**src/rtl/cpu_types_pkg.sv**
```systemverilog
`default_nettype none
// ============================================================================
//  Module      : cpu_types_pkg
//  Description : Shared types for the 5-stage core: the hazard controller
//                state encoding, the register-index type and the hard-wired
//                zero register index.
//  Revision    : 1.0 - initial release
// ============================================================================
package cpu_types_pkg;

    localparam int REG_W = 5;

    typedef logic [REG_W-1:0] regbits_t;

    localparam regbits_t REG_ZERO = '0;

    typedef enum logic [1:0] {
        RUN   = 2'd0,
        DWAIT = 2'd1,
        HALT  = 2'd2
    } hzd_state_t;

endpackage : cpu_types_pkg
`default_nettype wire

```
**src/rtl/hazard_perf_ctr.sv**
```systemverilog
`default_nettype none
// ============================================================================
//  Module      : hazard_perf_ctr
//  Description : One saturating event counter. Counts clock cycles on which
//                'inc' is high and sticks at all-ones.
//  Ports       : CLK   - clock
//                RST   - synchronous active-high reset, clears the count
//                inc   - count enable for this cycle
//                count - current count (CNT_W bits)
//  Revision    : 1.0 - initial release
// ============================================================================
module hazard_perf_ctr #(
    parameter int CNT_W = 32
) (
    input  logic             CLK,
    input  logic             RST,
    input  logic             inc,
    output logic [CNT_W-1:0] count
);

    always_ff @(posedge CLK) begin
        if (RST) begin
            count <= '0;
        end else if (inc && (count != '1)) begin
            count <= count + CNT_W'(1);
        end
    end

endmodule : hazard_perf_ctr
`default_nettype wire

```
**src/rtl/hazard_unit.sv**
```systemverilog
`default_nettype none
// ============================================================================
//  Module      : hazard_unit
//  Description : Pipeline stall/flush controller for the 5-stage core.
//                Handles halt, data-memory wait, taken-branch squash,
//                load-use and instruction-memory wait, highest priority
//                first. Outputs are a zero-latency (Mealy) function of the
//                state register and the current inputs.
//  Ports       : CLK, RST          - clock, synchronous active-high reset
//                id_rs, id_rt      - source registers of the ID instruction
//                ex_rd, ex_memRead - destination / is-load of EX instruction
//                ex_branch_tkn     - branch/jump resolved taken in EX
//                mem_dREN/dWEN     - MEM stage data access request
//                dhit, ihit        - data / instruction access complete
//                wb_halt           - halt instruction reached WB
//                *_en, *_flush     - latch enables and bubble loads
//                halted            - sticky core-halted flag
//  Config      : HAZARD_PERF_EN adds saturating counters stall_cycles,
//                loaduse_cnt and flush_cnt (CNT_W bits each).
//  Revision    : 1.0 - initial release
// ============================================================================
module hazard_unit
    import cpu_types_pkg::*;
#(
    parameter int REG_W = 5
`ifdef HAZARD_PERF_EN
    ,
    parameter int CNT_W = 32
`endif
) (
    input  logic             CLK,
    input  logic             RST,
    input  logic [REG_W-1:0] id_rs,
    input  logic [REG_W-1:0] id_rt,
    input  logic [REG_W-1:0] ex_rd,
    input  logic             ex_memRead,
    input  logic             ex_branch_tkn,
    input  logic             mem_dREN,
    input  logic             mem_dWEN,
    input  logic             dhit,
    input  logic             ihit,
    input  logic             wb_halt,
    output logic             pc_en,
    output logic             if_id_en,
    output logic             id_ex_en,
    output logic             ex_mem_en,
    output logic             mem_wb_en,
    output logic             if_id_flush,
    output logic             id_ex_flush,
    output logic             mem_wb_flush,
    output logic             halted
`ifdef HAZARD_PERF_EN
    ,
    output logic [CNT_W-1:0] stall_cycles,
    output logic [CNT_W-1:0] loaduse_cnt,
    output logic [CNT_W-1:0] flush_cnt
`endif
);

    hzd_state_t r_state;
    hzd_state_t w_next_state;
    logic       w_load_use;
    logic       w_dmem_wait;

    // Register 0 is hard-wired zero, so a load targeting it never creates
    // a real dependency.
    assign w_load_use = ex_memRead && (ex_rd != REG_W'(REG_ZERO)) &&
                        ((ex_rd == id_rs) || (ex_rd == id_rt));

    // Once waiting, only dhit releases the freeze; the request lines of the
    // frozen MEM instruction are not re-qualified.
    assign w_dmem_wait = (r_state == DWAIT) ? !dhit
                                            : ((mem_dREN || mem_dWEN) && !dhit);

    always_ff @(posedge CLK) begin
        if (RST) begin
            r_state <= RUN;
        end else begin
            r_state <= w_next_state;
        end
    end

    always_comb begin
        pc_en        = 1'b1;
        if_id_en     = 1'b1;
        id_ex_en     = 1'b1;
        ex_mem_en    = 1'b1;
        mem_wb_en    = 1'b1;
        if_id_flush  = 1'b0;
        id_ex_flush  = 1'b0;
        mem_wb_flush = 1'b0;
        halted       = 1'b0;
        w_next_state = r_state;

        if (RST) begin
            pc_en        = 1'b0;
            if_id_en     = 1'b0;
            id_ex_en     = 1'b0;
            ex_mem_en    = 1'b0;
            mem_wb_en    = 1'b0;
            w_next_state = RUN;
        end else if (r_state == HALT) begin
            pc_en     = 1'b0;
            if_id_en  = 1'b0;
            id_ex_en  = 1'b0;
            ex_mem_en = 1'b0;
            mem_wb_en = 1'b0;
            halted    = 1'b1;
        end else if ((r_state == RUN) && wb_halt) begin
            // Freeze immediately so nothing behind the halt retires.
            pc_en        = 1'b0;
            if_id_en     = 1'b0;
            id_ex_en     = 1'b0;
            ex_mem_en    = 1'b0;
            mem_wb_en    = 1'b0;
            halted       = 1'b1;
            w_next_state = HALT;
        end else if (w_dmem_wait) begin
            // Front of the pipe holds; WB receives bubbles. Any ihit seen
            // now is dropped and IF refetches the held PC.
            pc_en        = 1'b0;
            if_id_en     = 1'b0;
            id_ex_en     = 1'b0;
            ex_mem_en    = 1'b0;
            mem_wb_flush = 1'b1;
            w_next_state = DWAIT;
        end else begin
            // The dhit release cycle from DWAIT lands here too, so a branch
            // or load-use sitting behind the frozen access is still honoured.
            w_next_state = RUN;
            if (ex_branch_tkn) begin
                if_id_flush = 1'b1;
                id_ex_flush = 1'b1;
            end else if (w_load_use) begin
                // Hold IF/ID without flushing even if IF is also waiting,
                // otherwise the stalled ID instruction would be lost.
                pc_en       = 1'b0;
                if_id_en    = 1'b0;
                id_ex_flush = 1'b1;
            end else if (!ihit) begin
                pc_en       = 1'b0;
                if_id_flush = 1'b1;
            end
        end
    end

`ifdef HAZARD_PERF_EN
    logic w_stall_inc;
    logic w_loaduse_inc;
    logic w_flush_inc;

    // Event decode from the control outputs: a squash flushes both IF/ID
    // and ID/EX, a load-use bubble flushes ID/EX alone.
    assign w_stall_inc   = !pc_en && !halted && !RST;
    assign w_loaduse_inc = id_ex_flush && !if_id_flush;
    assign w_flush_inc   = id_ex_flush && if_id_flush;

    hazard_perf_ctr #(.CNT_W(CNT_W)) u_stall_ctr (
        .CLK   (CLK),
        .RST   (RST),
        .inc   (w_stall_inc),
        .count (stall_cycles)
    );

    hazard_perf_ctr #(.CNT_W(CNT_W)) u_loaduse_ctr (
        .CLK   (CLK),
        .RST   (RST),
        .inc   (w_loaduse_inc),
        .count (loaduse_cnt)
    );

    hazard_perf_ctr #(.CNT_W(CNT_W)) u_flush_ctr (
        .CLK   (CLK),
        .RST   (RST),
        .inc   (w_flush_inc),
        .count (flush_cnt)
    );
`endif

endmodule : hazard_unit
`default_nettype wire
```
**config.mk**
```make
export PLATFORM = sky130hd
export DESIGN_NAME = hazard_unit
export DESIGN_NICKNAME = d
export VERILOG_FILES = /design/src/rtl/cpu_types_pkg.sv /design/src/rtl/hazard_perf_ctr.sv /design/src/rtl/hazard_unit.sv
export SDC_FILE = /design/constraint.sdc
export NUM_CORES = 1
export LEC_CHECK = 0
export BUFFER_PORTS_ARGS = -buffer_cell sky130_fd_sc_hd__buf_4
export CAP_MARGIN = 20
export CORE_AREA = 5 5 42 44
export CTS_CLUSTER_DIAMETER = 40
export DETAILED_ROUTE_END_ITERATION = 7
export DIE_AREA = 0 0 47 49
export GPL_TIMING_DRIVEN = 1
export HOLD_SLACK_MARGIN = 0.08
export SLEW_MARGIN = 10
export SYNTH_ARGS = -nofsm -noshare
export SYNTH_HDL_FRONTEND = slang
export SYNTH_SLANG_ARGS = --single-unit
```
**constraint.sdc**
```tcl
create_clock -name CLK -period 3.55 [get_ports CLK]
set_clock_uncertainty 0.2 [all_clocks]
set_input_delay 1.065 -clock CLK [delete_from_list [all_inputs] [get_ports CLK]]
set_output_delay 1.065 -clock CLK [all_outputs]
set_load 0.1 [all_outputs]
```
==> metrics, run 1 <==
worst-case headroom to the max-slew limit=0.815; period utilization=1.03; largest register by flop count=r_state; Die H=49 µm; footprint of the multi-input gates=373 µm²; Static Leakage=0.345 nW; Initial Util=0.214; metal3 WL=112 µm; htree depth=1; Clock transition at path regs=0.03 ns; pre-CTS setup slack=-0.207 ns; synth warn=0; Tot GR Track Use=0.104; Sink Count=2; Critical R2R Launch=r_state[1]; Cell Count, Final, Fillers Out=97; failing checks=setup timing; wire length on met1=376 µm; CORE AREA=1400 µm²; Antenna diodes=0; Final ANT Viol Nets=0; register area share after synthesis=0.133; via count=428; Hold Buf Count CTS=0; category of the most critical setup path=in2out; Final Hold Viols=0; Synth Instances=40; DR vias/cell=4.41; Tightest Pin Transition=0.280 ns; Worst setup SP type=primary input; DR WL met2=553 µm; R2R Setup Slk=2.23 ns; dpl cells=94; CP max FO=3; Reg area=40.0 µm²; maxcap violations=0; growth of design area from synthesis to finish=173%; Setup TNS Final=-0.202 ns; syn nets=64; max-slew violations=0; Distinct cells, synth=19; global-route wire length before repair=1.77 mm; final worst slack=-0.0950 ns; # fillers=138; drt first pass iters=3; VDD IR-drop max=0.000130 V; Seq cells post-synth=2; Initial DRC Count=2; Critical Path AT=2.38 ns; wire per inst=10.9 µm; nets=107; Achievable Freq=274 MHz; worst skew pair latency=0.22 ns; Power Total=0.000211 W; die area=2300 µm²; Remaining DRCs=0; crit end category=output pin; Critical Path End=if_id_flush; largest net degree at the start of global routing=6; Post-DP HPWL=931 µm; cell area after synthesis=300 µm²; Finish-stage setup viols=3; vias in the first global route=463; Syn Area/Cell=7.51 µm²; cts bufs inserted=3; top routing layer in use=met4; biggest regs=r_state: 2 flops; Critical Path RT=2.28 ns; CTS tree=done; initial antenna violation count=0; Max Buffers Root-to-Sink=2; clk root buf=clkbuf_4; worst reg-to-reg path cell count=4; IO Count=33; min-delay src=r_state[0]; Pwr Density=257 nW/µm²; share of cells above drive strength 1=0.704; critical path startpoint=ex_rd[1]; max FFs per register=2; FP Rows=14; RePlAce Congestion=0.641; status=complete, but fails checks; drt total wl=1.06 mm; FF-to-FF End=r_state[0]; aggregate global routing overflow=0; Die W=47 µm; hold crit path type=reg2reg; RSZ-0062 raised after global routing=true; Period minus WS final=3.65 ns; I/O Buffers=32
## placed cells by master, fill, tap and decap left out, drive strengths merged, types with 2 or more instances in the layout
master / count
nand2: 3
dfxtp: 2
nor2: 5
nand3: 2
xnor2: 10
a211oi: 2
clkbuf: 3
nor3b: 2
buf: 39
and2b: 2
## where the power goes
group          total (W)  internal (W)  leakage, nW  switching (W)
registers      0.0000251     0.0000241       0.0165     0.00000104
clock network  0.0000503     0.0000373       0.0138      0.0000130
logic           0.000136     0.0000583        0.315      0.0000774
total           0.000211      0.000120        0.345      0.0000914
## worst max-delay path, stage by stage
cell	delay, ns
buf_6	0.09
or4_4	0.55
o21ai_4	0.16
nor2_4	0.07
a211oi_4	0.24
buf_12	0.21
## cell type report
| cell class | count | area share |
|---|---|---|
| Tap cell | 16 | 0.0244 |
| Timing Repair Buffer | 39 | 0.431 |
| Inverter | 2 | 0.0137 |
| Multi-Input combinational cell | 35 | 0.454 |
| Sequential cell | 2 | 0.0488 |
| Clock buffer | 3 | 0.0274 |
## repair_timing
item	4_1_cts	5_1_grt
setup endpoints to repair	4	4
setup buffers	1	0
resized for setup	15	4
pin swaps	3	4
## synth_stat cells
library cell,instances,area share
o21bai_1,1,0.025
a211oi_1,2,0.050
buf_4,1,0.025
nand2_1,3,0.037
nand2b_1,1,0.021
or4_4,1,0.037
dfxtp_1,2,0.13
o2bb2ai_1,1,0.029
xnor2_1,10,0.29
o2111a_1,1,0.037
o21ai_2,1,0.029
a21o_1,1,0.025
nand3_1,2,0.033
inv_1,2,0.025
nor2_1,5,0.063
a21oi_1,1,0.017
nor3b_1,2,0.050
o22ai_1,1,0.021
and2b_1,2,0.050
## through the flow
step	area [µm²]	util	hold WS [ns]
final	821	0.586	0.442
after floorplan	418	-	0.319
after detailed placement	711	0.507	0.439
after CTS	806	0.575	0.449
after global placement	711	0.507	0.438
after global routing	821	0.586	0.498
## worst min-delay path by stage
stage / end / slack, ns / cells past startpoint
CTS: r_state[1] / 0.45 / 3
global placement: r_state[1] / 0.44 / 3
floorplan: r_state[1] / 0.32 / 2
detailed placement: r_state[1] / 0.44 / 3
finish: r_state[1] / 0.44 / 3
global route: r_state[1] / 0.50 / 3
## cells by family after synthesis
kind of cell | share of synthesized area
DFF | 0.133
buffers and inverters | 0.0500
xor gates and xnor gates | 0.292
and+or+nand+nor | 0.292
AOI/OAI and AO/OA | 0.233
## layer usage
metal / vias to the layer above / GRT usage
li1: 220 / -
met1: 182 / 0.114
met2: 24 / 0.179
met3: 2 / 0.0185
met4: 0 / 0.0553
met5: - / 0
Note: power is estimated with default switching activity, not from simulation.
==> run 2, diff against run 1 <==
--- a/config.mk
+++ b/config.mk
@@ -5,12 +5,13 @@
 export SDC_FILE = /design/constraint.sdc
 export NUM_CORES = 1
 export LEC_CHECK = 0
+export ABC_AREA = 1
 export BUFFER_PORTS_ARGS = -buffer_cell sky130_fd_sc_hd__buf_4
 export CAP_MARGIN = 20
-export CORE_AREA = 5 5 42 44
+export CORE_AREA = 4 4 41 43
 export CTS_CLUSTER_DIAMETER = 40
 export DETAILED_ROUTE_END_ITERATION = 7
-export DIE_AREA = 0 0 47 49
+export DIE_AREA = 0 0 45 47
 export GPL_TIMING_DRIVEN = 1
 export HOLD_SLACK_MARGIN = 0.08
 export SLEW_MARGIN = 10
==> metrics, run 2 <==
status=completed; syn nets=102 (+59%); growth of design area from synthesis to finish=81.4%; Die W=45 µm (-4.3%); die area=2120 µm² (-8.2%); initial antenna violation count=0 (unchanged); Static Leakage=0.411 nW (+19%); biggest regs=r_state: 2 flops; category of the most critical setup path=in2out; Post-DP HPWL=964 µm (+3.6%); Critical Path RT=2.28 ns (about the same); final core utilization=0.553 (-0.0328); Max Buffers Root-to-Sink=2 (unchanged); DR vias/cell=4.00 (-9.3%); Die H=47 µm (-4.1%); FP Rows=13 (-1); CTS tree=done; CP max FO=4 (+1); Distinct cells, synth=17 (-2); max FFs per register=2 (unchanged); Worst setup SP type=primary input; worst-case headroom to the max-slew limit=0.814 (-0.00147); via count=508 (+19%); Remaining DRCs=0 (unchanged); Critical R2R Launch=r_state[0]; critical path startpoint=wb_halt; Post-synth top cells=nand2_1 (24), nor2_1 (14), inv_1 (13); Final Hold Viols=0 (unchanged); CORE AREA=1300 µm² (-7.1%); Area contributors post-synth=nand2_1 (23%), nor2_1 (13%), inv_1 (12%); cell area after synthesis=397 µm² (+32%); met2 usage=0.178 (-0.000767); Finish-stage setup viols=0 (-3); RSZ-0062 raised after global routing=false; Syn Area/Cell=5.09 µm² (-32%); Yosys top cell by area=nand2_1; min-delay src=r_state[0]; crit end category=output pin; Pwr Density=262 nW/µm² (+1.9%); worst skew pair latency=0.22 ns (about the same); wire per inst=8.46 µm (-22%); Antenna diodes=0 (unchanged); Hold Buf Count CTS=0 (unchanged); nets=138 (+29%); IO Count=33 (unchanged); Tightest Pin Transition=0.282 ns (+0.00222 ns); cts bufs inserted=3 (unchanged); largest register by flop count=r_state; Reg area=40.0 µm² (unchanged); top-count cell post-synth=nand2_1; busiest grt layer=met2; drt first pass iters=2 (-1); top-area cell type share of the netlist area=0.227 (-0.0645); max-slew violations=0 (unchanged); Achievable Freq=290 MHz (+5.9%); Period minus WS final=3.44 ns (-0.203 ns); VDD IR-drop max=0.000179 V (+38%); clk root buf=clkbuf_4; Synth Flop Type=dfxtp_1; Initial Util=0.305 (+0.0905); met1 usage=0.124 (+0.0106); Post-synth ARST share=0 (unchanged); largest net degree at the start of global routing=5 (-1); drt total wl=1.07 mm (+1.6%); Clock transition at path regs=0.03 ns (about the same); RePlAce Congestion=0.665 (+3.6%); register area share after synthesis=0.101 (-0.0324); I/O Buffers=32 (unchanged); htree depth=1 (unchanged); Critical Path AT=2.18 ns (-0.20 ns); Synth Instances=78 (+95%); Setup TNS Final=0 ns (+0.202 ns); footprint of the multi-input gates=300 µm² (-19%); synth warn=0 (unchanged); global-route wire length before repair=1.59 mm (-10%); Seq cells post-synth=2 (unchanged); number of enable flip-flop cells after synthesis=0 (unchanged); # fillers=134 (-2.9%); maxcap violations=0 (unchanged); hold crit path type=reg2reg; vias in the first global route=441 (-4.8%); share of cells above drive strength 1=0.473 (-0.230); Initial DRC Count=3 (+1); Sink Count=2 (unchanged); commonest cells after routing, fill and taps aside=buf_4 (30), nand2_1 (24), inv_1 (12), nor2_1 (11), inv_2 (8); Final ANT Viol Nets=0 (unchanged); most common cell after layout, fill and taps aside=buf_4; met3 Resource Use GR=0.00383 (-0.0146); period utilization=0.970 (-0.0571); Tot GR Track Use=0.0986 (-0.00550); aggregate global routing overflow=0 (unchanged)
-- run 2: routing by layer --
layer	share of wire	wire [µm]
met1	0.40	427
met4	0	0
met3	0.065	70
met2	0.54	576
met5	0	0
-- run 2: cell type report --
type | instances | area share
Clock buffer | 3 | 0.0313
Inverter | 23 | 0.125
Timing Repair Buffer | 32 | 0.344
Sequential cell | 2 | 0.0557
Multi-Input combinational cell | 52 | 0.417
Tap cell | 15 | 0.0261
-- run 2: critical path, stage by stage --
cell and delay, ns:
buf_4 0.12, o21ai_4 0.14, inv_2 0.06, nor2_4 0.11
inv_2 0.07, nor2_4 0.13, a21boi_4 0.19, buf_4 0.30
-- run 2: timing repair --
item / in CTS / in global routing
setup buffers: 0 / 0
resized for setup: 0 / 2
endpoints found under the setup margin: 0 / 2
-- run 2: stage by stage --
| step | power [W] | cell area [µm²] | std cells | worst slack, ns | hold slack (ns) |
|---|---|---|---|---|---|
| 5_1_grt | 0.000199 | 719 | 127 | 0.0305 | 0.344 |
| 3_5_place_dp | 0.000140 | 689 | 124 | 0.100 | 0.302 |
| 6_report | 0.000188 | 719 | 127 | 0.107 | 0.307 |
| 2_1_floorplan | 0.000104 | 438 | 78 | -0.883 | 0.283 |
| 3_3_place_gp | 0.000139 | 689 | 124 | 0.134 | 0.299 |
| 4_1_cts | 0.000191 | 712 | 127 | 0.0941 | 0.312 |
-- run 2: power breakdown --
group           total, W  switching (W)  internal [W]
logic           0.000115      0.0000751     0.0000399
clock network  0.0000484      0.0000112     0.0000372
registers      0.0000252     0.00000106     0.0000241
total           0.000188      0.0000874      0.000101
-- run 2: cells by family after synthesis --
group                  share of synthesized area
AND/OR/NAND/NOR                            0.502
buffers and inverters                      0.237
AO/OA/AOI/OAI                              0.117
XOR/XNOR                                  0.0442
flip-flops                                 0.101
-- run 2: path summary, 6_finish.rpt --
check | to | slack (ns) | cells past startpoint
max reg2reg | r_state[0] | 2.35 | 5
min | r_state[1] | 0.31 | 3
max | id_ex_flush | 0.11 | 8
min reg2reg | r_state[1] | 0.31 | 3
